--- src/rtl/id_pkg.sv ---
// Shared encodings for the instruction-decode stage: MIPS opcode/funct fields,
// ALU operation/result-select codes and the decoded control packet.
package id_pkg;

  localparam logic [5:0] EXE_SPECIAL = 6'b000000;
  localparam logic [5:0] EXE_ANDI    = 6'b001100;
  localparam logic [5:0] EXE_ORI     = 6'b001101;
  localparam logic [5:0] EXE_XORI    = 6'b001110;
  localparam logic [5:0] EXE_LUI     = 6'b001111;

  localparam logic [5:0] EXE_AND = 6'b100100;
  localparam logic [5:0] EXE_OR  = 6'b100101;
  localparam logic [5:0] EXE_XOR = 6'b100110;
  localparam logic [5:0] EXE_NOR = 6'b100111;
  localparam logic [5:0] EXE_SLL = 6'b000000;
  localparam logic [5:0] EXE_SRL = 6'b000010;
  localparam logic [5:0] EXE_SRA = 6'b000011;

  typedef enum logic [7:0] {
    EXE_NOP_OP = 8'h00,
    EXE_SRL_OP = 8'h02,
    EXE_SRA_OP = 8'h03,
    EXE_AND_OP = 8'h24,
    EXE_OR_OP  = 8'h25,
    EXE_XOR_OP = 8'h26,
    EXE_NOR_OP = 8'h27,
    EXE_SLL_OP = 8'h7C
  } aluop_e;

  typedef enum logic [2:0] {
    EXE_RES_NOP   = 3'b000,
    EXE_RES_LOGIC = 3'b001,
    EXE_RES_SHIFT = 3'b010
  } alusel_e;

  typedef struct packed {
    aluop_e     aluop;
    alusel_e    alusel;
    logic [4:0] wd;
    logic       wreg;
    logic       illegal;
  } id_ctrl_t;

  localparam id_ctrl_t ID_CTRL_RST = '{
    aluop:   EXE_NOP_OP,
    alusel:  EXE_RES_NOP,
    wd:      5'd0,
    wreg:    1'b0,
    illegal: 1'b0
  };

endpackage

--- src/rtl/id_decode.sv ---
// Purely combinational instruction decoder: control packet, register read
// enables/addresses and the immediate that replaces an unread operand.
module id_decode
  import id_pkg::*;
#(
  parameter int XLEN = 32
) (
  input  logic [31:0]     inst_i,
  output id_ctrl_t        ctrl_o,
  output logic            re1_o,
  output logic            re2_o,
  output logic [4:0]      addr1_o,
  output logic [4:0]      addr2_o,
  output logic [XLEN-1:0] imm_o
);

  logic [5:0]  op;
  logic [5:0]  fn;
  logic [4:0]  rs;
  logic [4:0]  rt;
  logic [4:0]  rd;
  logic [4:0]  sh;
  logic [15:0] imm16;

  assign op      = inst_i[31:26];
  assign rs      = inst_i[25:21];
  assign rt      = inst_i[20:16];
  assign rd      = inst_i[15:11];
  assign sh      = inst_i[10:6];
  assign fn      = inst_i[5:0];
  assign imm16   = inst_i[15:0];
  assign addr1_o = rs;
  assign addr2_o = rt;

  // The all-zero word would otherwise decode as SLL $0,$0,0; it is a true NOP.
  always_comb begin
    ctrl_o = ID_CTRL_RST;
    re1_o  = 1'b0;
    re2_o  = 1'b0;
    imm_o  = '0;
    if (inst_i != 32'h0) begin
      case (op)
        EXE_ORI, EXE_ANDI, EXE_XORI, EXE_LUI: begin
          re1_o         = 1'b1;
          ctrl_o.wd     = rt;
          ctrl_o.wreg   = 1'b1;
          ctrl_o.alusel = EXE_RES_LOGIC;
          imm_o         = XLEN'(imm16);
          case (op)
            EXE_ANDI: ctrl_o.aluop = EXE_AND_OP;
            EXE_XORI: ctrl_o.aluop = EXE_XOR_OP;
            default:  ctrl_o.aluop = EXE_OR_OP;
          endcase
          if (op == EXE_LUI) imm_o = XLEN'({imm16, 16'h0});
        end
        EXE_SPECIAL: begin
          case (fn)
            EXE_AND, EXE_OR, EXE_XOR, EXE_NOR: begin
              re1_o         = 1'b1;
              re2_o         = 1'b1;
              ctrl_o.wd     = rd;
              ctrl_o.wreg   = 1'b1;
              ctrl_o.alusel = EXE_RES_LOGIC;
              case (fn)
                EXE_AND: ctrl_o.aluop = EXE_AND_OP;
                EXE_OR:  ctrl_o.aluop = EXE_OR_OP;
                EXE_XOR: ctrl_o.aluop = EXE_XOR_OP;
                default: ctrl_o.aluop = EXE_NOR_OP;
              endcase
            end
            EXE_SLL, EXE_SRL, EXE_SRA: begin
              re2_o         = 1'b1;
              imm_o         = XLEN'(sh);
              ctrl_o.wd     = rd;
              ctrl_o.wreg   = 1'b1;
              ctrl_o.alusel = EXE_RES_SHIFT;
              case (fn)
                EXE_SLL: ctrl_o.aluop = EXE_SLL_OP;
                EXE_SRL: ctrl_o.aluop = EXE_SRL_OP;
                default: ctrl_o.aluop = EXE_SRA_OP;
              endcase
            end
            default: ctrl_o.illegal = 1'b1;
          endcase
        end
        default: ctrl_o.illegal = 1'b1;
      endcase
    end
  end

endmodule

--- src/rtl/id_pipe.sv ---
// Registered decode stage: operand forwarding from EX/MEM, load-use stall and
// a valid/ready output register toward EX with flush.
module id_pipe
  import id_pkg::*;
#(
  parameter int XLEN = 32,
  parameter int AW   = 32,
  parameter int RAW  = 5
) (
  input  logic            clk,
  input  logic            rst,
  input  logic            in_valid,
  output logic            in_ready,
  input  logic [AW-1:0]   pc_i,
  input  logic [31:0]     inst_i,
  output logic            reg1_read_o,
  output logic            reg2_read_o,
  output logic [RAW-1:0]  reg1_addr_o,
  output logic [RAW-1:0]  reg2_addr_o,
  input  logic [XLEN-1:0] reg1_data_i,
  input  logic [XLEN-1:0] reg2_data_i,
  input  logic            ex_wreg_i,
  input  logic [RAW-1:0]  ex_wd_i,
  input  logic [XLEN-1:0] ex_wdata_i,
  input  logic            ex_is_load_i,
  input  logic            mem_wreg_i,
  input  logic [RAW-1:0]  mem_wd_i,
  input  logic [XLEN-1:0] mem_wdata_i,
  input  logic            flush_i,
  output logic            out_valid,
  input  logic            out_ready,
  output logic [AW-1:0]   pc_o,
  output logic [7:0]      aluop_o,
  output logic [2:0]      alusel_o,
  output logic [XLEN-1:0] reg1_o,
  output logic [XLEN-1:0] reg2_o,
  output logic [RAW-1:0]  wd_o,
  output logic            wreg_o,
  output logic            illegal_o
);

  id_ctrl_t        dec_ctrl;
  logic            dec_re1, dec_re2;
  logic [4:0]      dec_addr1, dec_addr2;
  logic [XLEN-1:0] dec_imm;
  logic [XLEN-1:0] op1, op2;
  logic            stall, accept;

  logic            out_valid_q, out_valid_d;
  logic [AW-1:0]   pc_q, pc_d;
  id_ctrl_t        ctrl_q, ctrl_d;
  logic [XLEN-1:0] reg1_q, reg1_d, reg2_q, reg2_d;

  id_decode #(.XLEN(XLEN)) u_decode (
    .inst_i  (inst_i),
    .ctrl_o  (dec_ctrl),
    .re1_o   (dec_re1),
    .re2_o   (dec_re2),
    .addr1_o (dec_addr1),
    .addr2_o (dec_addr2),
    .imm_o   (dec_imm)
  );

  assign reg1_read_o = rst & dec_re1;
  assign reg2_read_o = rst & dec_re2;
  assign reg1_addr_o = RAW'(dec_addr1);
  assign reg2_addr_o = RAW'(dec_addr2);

  // The younger producer (EX) wins over MEM; $0 is never forwarded.
  function automatic logic [XLEN-1:0] resolve_operand(
    input logic re, input logic [RAW-1:0] addr,
    input logic [XLEN-1:0] imm, input logic [XLEN-1:0] rf_data,
    input logic ex_w, input logic [RAW-1:0] ex_a, input logic [XLEN-1:0] ex_d,
    input logic mem_w, input logic [RAW-1:0] mem_a, input logic [XLEN-1:0] mem_d);
    logic [XLEN-1:0] v;
    if (!re)                         v = imm;
    else if (addr == '0)             v = '0;
    else if (ex_w && ex_a == addr)   v = ex_d;
    else if (mem_w && mem_a == addr) v = mem_d;
    else                             v = rf_data;
    return v;
  endfunction

  assign op1 = resolve_operand(dec_re1, reg1_addr_o, dec_imm, reg1_data_i, ex_wreg_i, ex_wd_i,
                               ex_wdata_i, mem_wreg_i, mem_wd_i, mem_wdata_i);
  assign op2 = resolve_operand(dec_re2, reg2_addr_o, dec_imm, reg2_data_i, ex_wreg_i, ex_wd_i,
                               ex_wdata_i, mem_wreg_i, mem_wd_i, mem_wdata_i);

  assign stall = ex_is_load_i & ex_wreg_i & (ex_wd_i != '0) &
                 ((reg1_read_o & (ex_wd_i == reg1_addr_o)) |
                  (reg2_read_o & (ex_wd_i == reg2_addr_o)));

  assign in_ready = rst & ~stall & (~out_valid_q | out_ready);
  assign accept   = in_valid & in_ready;

  // Flush beats accept; payload bits only move on accept so a held packet stays frozen.
  always_comb begin
    out_valid_d = out_valid_q;
    pc_d        = pc_q;
    ctrl_d      = ctrl_q;
    reg1_d      = reg1_q;
    reg2_d      = reg2_q;
    if (flush_i) begin
      out_valid_d = 1'b0;
    end else if (accept) begin
      out_valid_d = 1'b1;
      pc_d        = pc_i;
      ctrl_d      = dec_ctrl;
      reg1_d      = op1;
      reg2_d      = op2;
    end else if (out_ready) begin
      out_valid_d = 1'b0;
    end
  end

  always_ff @(posedge clk or negedge rst) begin
    if (!rst) begin
      out_valid_q <= 1'b0;
      pc_q        <= '0;
      ctrl_q      <= ID_CTRL_RST;
      reg1_q      <= '0;
      reg2_q      <= '0;
    end else begin
      out_valid_q <= out_valid_d;
      pc_q        <= pc_d;
      ctrl_q      <= ctrl_d;
      reg1_q      <= reg1_d;
      reg2_q      <= reg2_d;
    end
  end

  assign out_valid = out_valid_q;
  assign pc_o      = pc_q;
  assign aluop_o   = ctrl_q.aluop;
  assign alusel_o  = ctrl_q.alusel;
  assign reg1_o    = reg1_q;
  assign reg2_o    = reg2_q;
  assign wd_o      = RAW'(ctrl_q.wd);
  assign wreg_o    = ctrl_q.wreg;
  assign illegal_o = ctrl_q.illegal;

endmodule

--- config.mk ---
export PLATFORM = sky130hd
export DESIGN_NAME = id_pipe
export DESIGN_NICKNAME = d
export VERILOG_FILES = /design/src/rtl/id_pkg.sv /design/src/rtl/id_decode.sv /design/src/rtl/id_pipe.sv
export SDC_FILE = /design/constraint.sdc
export NUM_CORES = 1
export LEC_CHECK = 0
export BUFFER_PORTS_ARGS = -buffer_cell sky130_fd_sc_hd__buf_4
export CAP_MARGIN = 20
export CORE_MARGIN = 2
export CORE_UTILIZATION = 49
export CTS_CLUSTER_DIAMETER = 60
export DETAILED_ROUTE_END_ITERATION = 6
export PLACE_DENSITY = 0.82
export SYNTH_ARGS = -nofsm -noshare
export SYNTH_HDL_FRONTEND = slang
export SYNTH_HIERARCHICAL = 1
export SYNTH_SLANG_ARGS = --single-unit
--- constraint.sdc ---
create_clock -name clk -period 4.3 [get_ports clk]
set_input_delay 1.075 -clock clk [delete_from_list [all_inputs] [get_ports clk]]
set_output_delay 1.075 -clock clk [all_outputs]
set_load 0.01 [all_outputs]
=== Word-level counts from Yosys, hierarchy flattened ===
Index checks and enable logic that the tools add are counted.

* Reductions and logical operators: 16
* Multiplexer cells: 29
* Bitwise gates (word level): 15
* Equality and inequality tests: 14

{| class="wikitable"
|+ Operators by type and width
! operator !! count
|-
| 32-bit two-way mux || 10
|-
| 16-bit one-hot mux with 2 select lines || 2
|-
| 32-bit one-hot mux with 2 select lines || 1
|-
| 32-bit nonzero test || 1
|-
| 6-bit by 4-bit equality test with 1-bit output (second input constant) || 4
|-
| 6-bit equality test (second input constant) || 4
|-
| 5-bit equality test || 4
|-
| 18-bit two-way mux || 1
|-
| 7-bit one-hot mux with 2 select lines || 1
|-
| 6-bit by 2-bit equality test with 1-bit output (second input constant) || 2
|-
| 6-bit zero test || 2
|-
| 1-bit bitwise AND || 10
|-
| 5-bit zero test || 2
|-
| 1-bit two-way mux || 9
|-
| 4-bit OR reduction || 2
|-
| 7-bit OR reduction || 1
|-
| 2-bit one-hot mux with 3 select lines || 1
|-
| 5-bit two-way mux || 1
|-
| 5-bit nonzero test || 1
|-
| 1-bit logical AND || 4
|-
| 1-bit one-hot mux with 2 select lines || 2
|-
| 2-bit one-hot mux with 2 select lines || 1
|-
| 1-bit NOT || 3
|-
| 3-bit nonzero test || 1
|-
| other kinds (3) || 4
|}

* Word-level logic and storage cells: 83
* Register bits: 115

=== Depth between registers and ports, before layout ===
* Depth in word-level cells: 15
* Depth in mapped cells: 12

=== By module ===
The synthesis kept the hierarchy.

{| class="wikitable"
|+ Modules (own cells, without submodules)
! module !! cells each !! sequential area each (um2) !! area an instance (um2) !! instances
|-
| id_pipe || 782 || 2877.8 || 7259.5 || 1
|-
| id_decode || 97 || 0.0 || 668.1 || 1
|}

=== Worst setup path after synthesis ===
OpenSTA, ideal clock, no wires.

* Path kind: in2out
* From: input inst_i[28]
* To: output in_ready
* Path slack: 0.023 ns
* Cell stages on the path: 10
* Arrival: 3.202 ns
* Path through: nor4_2 > nand3_1 > a21oi_4 > o31a_1 > and2_1 > nor3b_1 > a31oi_1 > clkbuf_1 > buf_1 > and2_1

{| class="wikitable"
|+ RTL lines
! element !! RTL line !! text
|-
| from (decl) || id_pipe.sv:15 || <nowiki>input logic [31:0] inst_i,</nowiki>
|-
| 6-bit zero test || id_decode.sv:42 || <nowiki>case (op)</nowiki>
|-
| 1-bit two-way mux || id_decode.sv:42 ||
|-
| 1-bit two-way mux * || id_decode.sv:41 || <nowiki>if (inst_i != 32'h0) begin</nowiki>
|-
| named net dec_re2 || id_pipe.sv:43 || <nowiki>logic dec_re1, dec_re2;</nowiki>
|-
| 1-bit bitwise AND * || id_pipe.sv:65 || <nowiki>assign reg2_read_o = rst & dec_re2;</nowiki>
|-
| named net reg2_read_o || id_pipe.sv:17 || <nowiki>output logic reg2_read_o,</nowiki>
|-
| 1-bit bitwise AND * || id_pipe.sv:91 || <nowiki>(reg2_read_o & (ex_wd_i == reg2_addr_o)));</nowiki>
|-
| 1-bit bitwise OR * || id_pipe.sv:90 || <nowiki>((reg1_read_o & (ex_wd_i == reg1_addr_o)) |</nowiki>
|-
| 1-bit bitwise AND * || id_pipe.sv:89 || <nowiki>assign stall = ex_is_load_i & ex_wreg_i & (ex_wd_i != '0) &</nowiki>
|-
| 1-bit NOT * || id_pipe.sv:93 || <nowiki>assign in_ready = rst & ~stall & (~out_valid_q | out_ready);</nowiki>
|-
| 1-bit bitwise AND * (2 in a row) || id_pipe.sv:93 ||
|-
| to (decl) || id_pipe.sv:13 || <nowiki>output logic in_ready,</nowiki>
|}

The timed path passes the listed nets; every way through them passes the cells marked *.

=== Worst setup path in the final report ===
* From: input inst_i[28]
* To: output in_ready

{| class="wikitable"
|+ RTL lines
! element !! RTL line
|-
| 6-bit zero test || id_decode.sv:42
|-
| 1-bit two-way mux || id_decode.sv:42
|-
| 1-bit two-way mux * || id_decode.sv:41
|-
| named net dec_re2 || id_pipe.sv:43
|-
| 1-bit bitwise AND * || id_pipe.sv:65
|-
| 1-bit bitwise AND * || id_pipe.sv:91
|-
| 1-bit bitwise OR * || id_pipe.sv:90
|-
| 1-bit bitwise AND * || id_pipe.sv:89
|-
| 1-bit NOT * || id_pipe.sv:93
|-
| 1-bit bitwise AND * (2 in a row) || id_pipe.sv:93
|}

Marked as above.

==> qor.yml <==
power:
  leakage_nw: 5.35
  power.total_mw: 3.80
  power_density_nw_per_um2: 340
  worst_ir_drop_vdd_mv: 0.278
yosys:
  synth_compound_area_frac: 0.288
  ys_types: 45
  synth_top_family_by_area: "compound AO/OA/AOI/OAI gates"
  yosys.area_share.simple: 0.190
  synth_fa_ha_area_frac: 0
  avgSynthCellArea_sq_um: 9.02
  ys_ff_latch: 115
  synthMuxAreaShare: 0.0710
  ys_async_sr_fraction: 1.00
  ys.flop_type: "dfrtp_1"
  seq_area_frac_synth: 0.363
  syn_inst: 879
  synthXorXnorAreaFrac: 0.0221
  synth_edf_count: 0
  synth_warnings: 6
  syn_area_sq_um: 7930
min_path:
  hp-start: "pc_o[28]$_DFFE_PN0P_"
  min_path_type: "reg2reg"
  whs_path_depth: 1
  worstHoldEndpoint: "pc_o[28]$_DFFE_PN0P_"
timing:
  fin_worst_skew_ps: 8.89
  tightest_slew_ps: 931
  hold_slack_ps: 486
  relSlewSlack: 0.379
  max_freq_mhz: 240
  rsz0062_at_grt: "false"
  fin_ws_ps: 129
  setup_violations: 0
  hold_violations: 0
  slew_viol_final: 0
  fin_crit_sh: 0.970
  period_needed_ps: 4170
  fin_setup_tns_ps: 0
placed_design:
  portBuffers: 337
  pre_cts_slack_ps: 101
  place_hpwl_um: 22200
  place_congestion: 0.917
run_status:
  status: "finished, final reports clean"
routing:
  dr.pass1.iters: 6
  viasPerCell: 6.28
  drc_errors: 0
  wl_um: 31900
  vias: 8756
  drt_iter0_drc: 965
  ant_nets: 0
  wire_per_inst_um: 22.9
clock_tree:
  cts_resized: 0
  htreeDepth: 4
  max-clock-path-buffers: 2
  cts_tree: "done"
  cts_hold_buf: 0
  cts_made_buffers: 17
  path_clk_slew_ps: 50
  cts_root_buffer: "clkbuf_16"
  clkLatencyLatePin_ps: 420
  cts.sinks: 115
  post_cts_buffers: 0
global_routing:
  grt_antenna_before_repair: 2
  grt_pass1_vias: 8813
  grt_usage: 0.365
  grt-ovfl-total: 0
  grt_pass1_wl_um: 49300
  grt_max_degree: 65
job:
  drv_cap: 0
setup_path:
  r2r_end: "reg1_o[26]$_DFFE_PN0P_"
  worstPathArrival_ps: 3100
  r2r_start: "out_valid$_DFFE_PN0P_"
  r2r_cells: 7
  path_max_fanout: 3
  cp_data_required_time_ps: 3220
  crit_type: "in2out"
  endpoint_kind: "primary output"
  startpoint: "inst_i[28]"
  r2r_setup_slack_ps: 2400
  startpoint_type: "input pin"
layout:
  fin_util: 0.707
  num-fill-cells: 1222
  layout-drive-gt1-share: 0.357
  area_growth_syn_to_layout_pct: 41.1
  layout.nets: 1373
floorplan:
  floorplan.die_area_sq_um: 17200
  ioPinCount: 338
  initial_utilization: 0.501
  die_h_um: 131
  core_area_sq_um: 15800
  die_x_um: 131
  core.rowCount: 46
==> power by group <==
group | internal [mW] | switching (mW) | total, mW
registers | 1.26 | 0.112 | 1.38
clock network | 0.800 | 0.553 | 1.35
logic | 0.524 | 0.548 | 1.07
total | 2.59 | 1.21 | 3.80
==> metal layers <==
layer  wire length, um  GRT usage  part of all wire
met3              3450     0.0910              0.11
met5                 0          0                 0
met1             12000      0.464              0.38
met4              1180      0.164             0.037
met2             15200      0.591              0.48
==> per-stage QoR <==
stage / instances / area (sq um)
floorplan: 880 / 7930
global placement: 1360 / 10600
detailed placement: 1360 / 10600
CTS: 1392 / 11200
global route: 1394 / 11200
finish: 1394 / 11200
==> critical path, cell delays in order <==
cell	delay [ps]
buf_4	120
nor4_2	440
nand3_1	230
a21oi_4	180
o31a_1	170
and2_1	140
nor3b_2	230
a31oi_4	110
and2_1	240
buf_4	170
==> synthesized netlist by cell type (2+ instances only) <==
library cell / instances / area share
nand3_1: 4 / 0.0025
and2_1: 33 / 0.026
o21ai_0: 2 / 0.0013
nand2_1: 4 / 0.0019
or4_1: 2 / 0.0019
a31oi_1: 130 / 0.10
dfrtp_1: 115 / 0.36
xor2_1: 17 / 0.019
mux2_1: 50 / 0.071
buf_2: 11 / 0.0069
nand2b_1: 66 / 0.052
xnor2_1: 3 / 0.0033
a21oi_1: 65 / 0.041
and3_1: 69 / 0.054
o31ai_1: 65 / 0.062
a21boi_0: 48 / 0.045
nor4_1: 5 / 0.0039
nor4_2: 3 / 0.0047
a22o_1: 10 / 0.011
o21ai_1: 2 / 0.0013
nor3_1: 2 / 0.0013
a21boi_1: 17 / 0.016
nor2_1: 9 / 0.0043
buf_6: 2 / 0.0028
clkbuf_1: 73 / 0.035
nor2b_1: 32 / 0.025
buf_4: 19 / 0.018
inv_1: 4 / 0.0019
==> flip-flops by register name (all words and copies together), names as in the netlist <==
| register | flops |
|---|---|
| alusel_o | 3 |
| out_valid | 1 |
| illegal_o | 1 |
| reg1_o | 32 |
| pc_o | 32 |
| wd_o | 5 |
| reg2_o | 32 |
| wreg_o | 1 |
| aluop_o | 8 |
==> placed cells by master, fill, tap and decap left out, types with 2 or more instances in the layout <==
master,count
nor4_4,3
o21ai_2,2
nor2b_1,32
and3_1,69
clkinv_4,6
a21oi_1,65
dfrtp_1,115
nor4_1,5
buf_12,4
a21boi_0,48
a21boi_1,17
mux2_1,50
and2_1,30
inv_1,4
nand3_1,4
conb_1,2
nand2_1,4
buf_4,367
nand2b_1,66
inv_6,3
nor2_1,8
nor2_2,2
a31oi_1,129
xnor2_1,2
and2_2,2
diode_2,2
clkbuf_16,17
xor2_1,17
clkinv_2,3
or4_1,2
o21ai_0,2
nor3_1,2
a22o_1,10
o31ai_1,65
==> cell type report <==
type,count,area [sq um],share of cell area
antenna,2,5.00,0.000447
clock buffer,18,429,0.0384
clock inverter,14,131,0.0117
inverter,4,15.0,0.00134
multi-input combinational,654,4620,0.413
sequential,115,2880,0.257
tap,216,270,0.0242
timing repair buffer,371,2840,0.253
==> how the worst max path moves through the flow <==
stage	to	slack (ps)	depth (start not counted)
3_3_place_gp	in_ready	180	10
4_1_cts	in_ready	40	10
3_5_place_dp	in_ready	100	10
6_report	in_ready	130	10
5_1_grt	in_ready	50	10
2_1_floorplan	in_ready	20	10
==> cell families after synthesis <==
family / after synthesis
xor+xnor: 20
compound gates: 345
simple gates: 237
buf+inv: 111
mux: 50
flops: 115
other cells: 1
No activity file was read; power rests on OpenSTA's default activity.
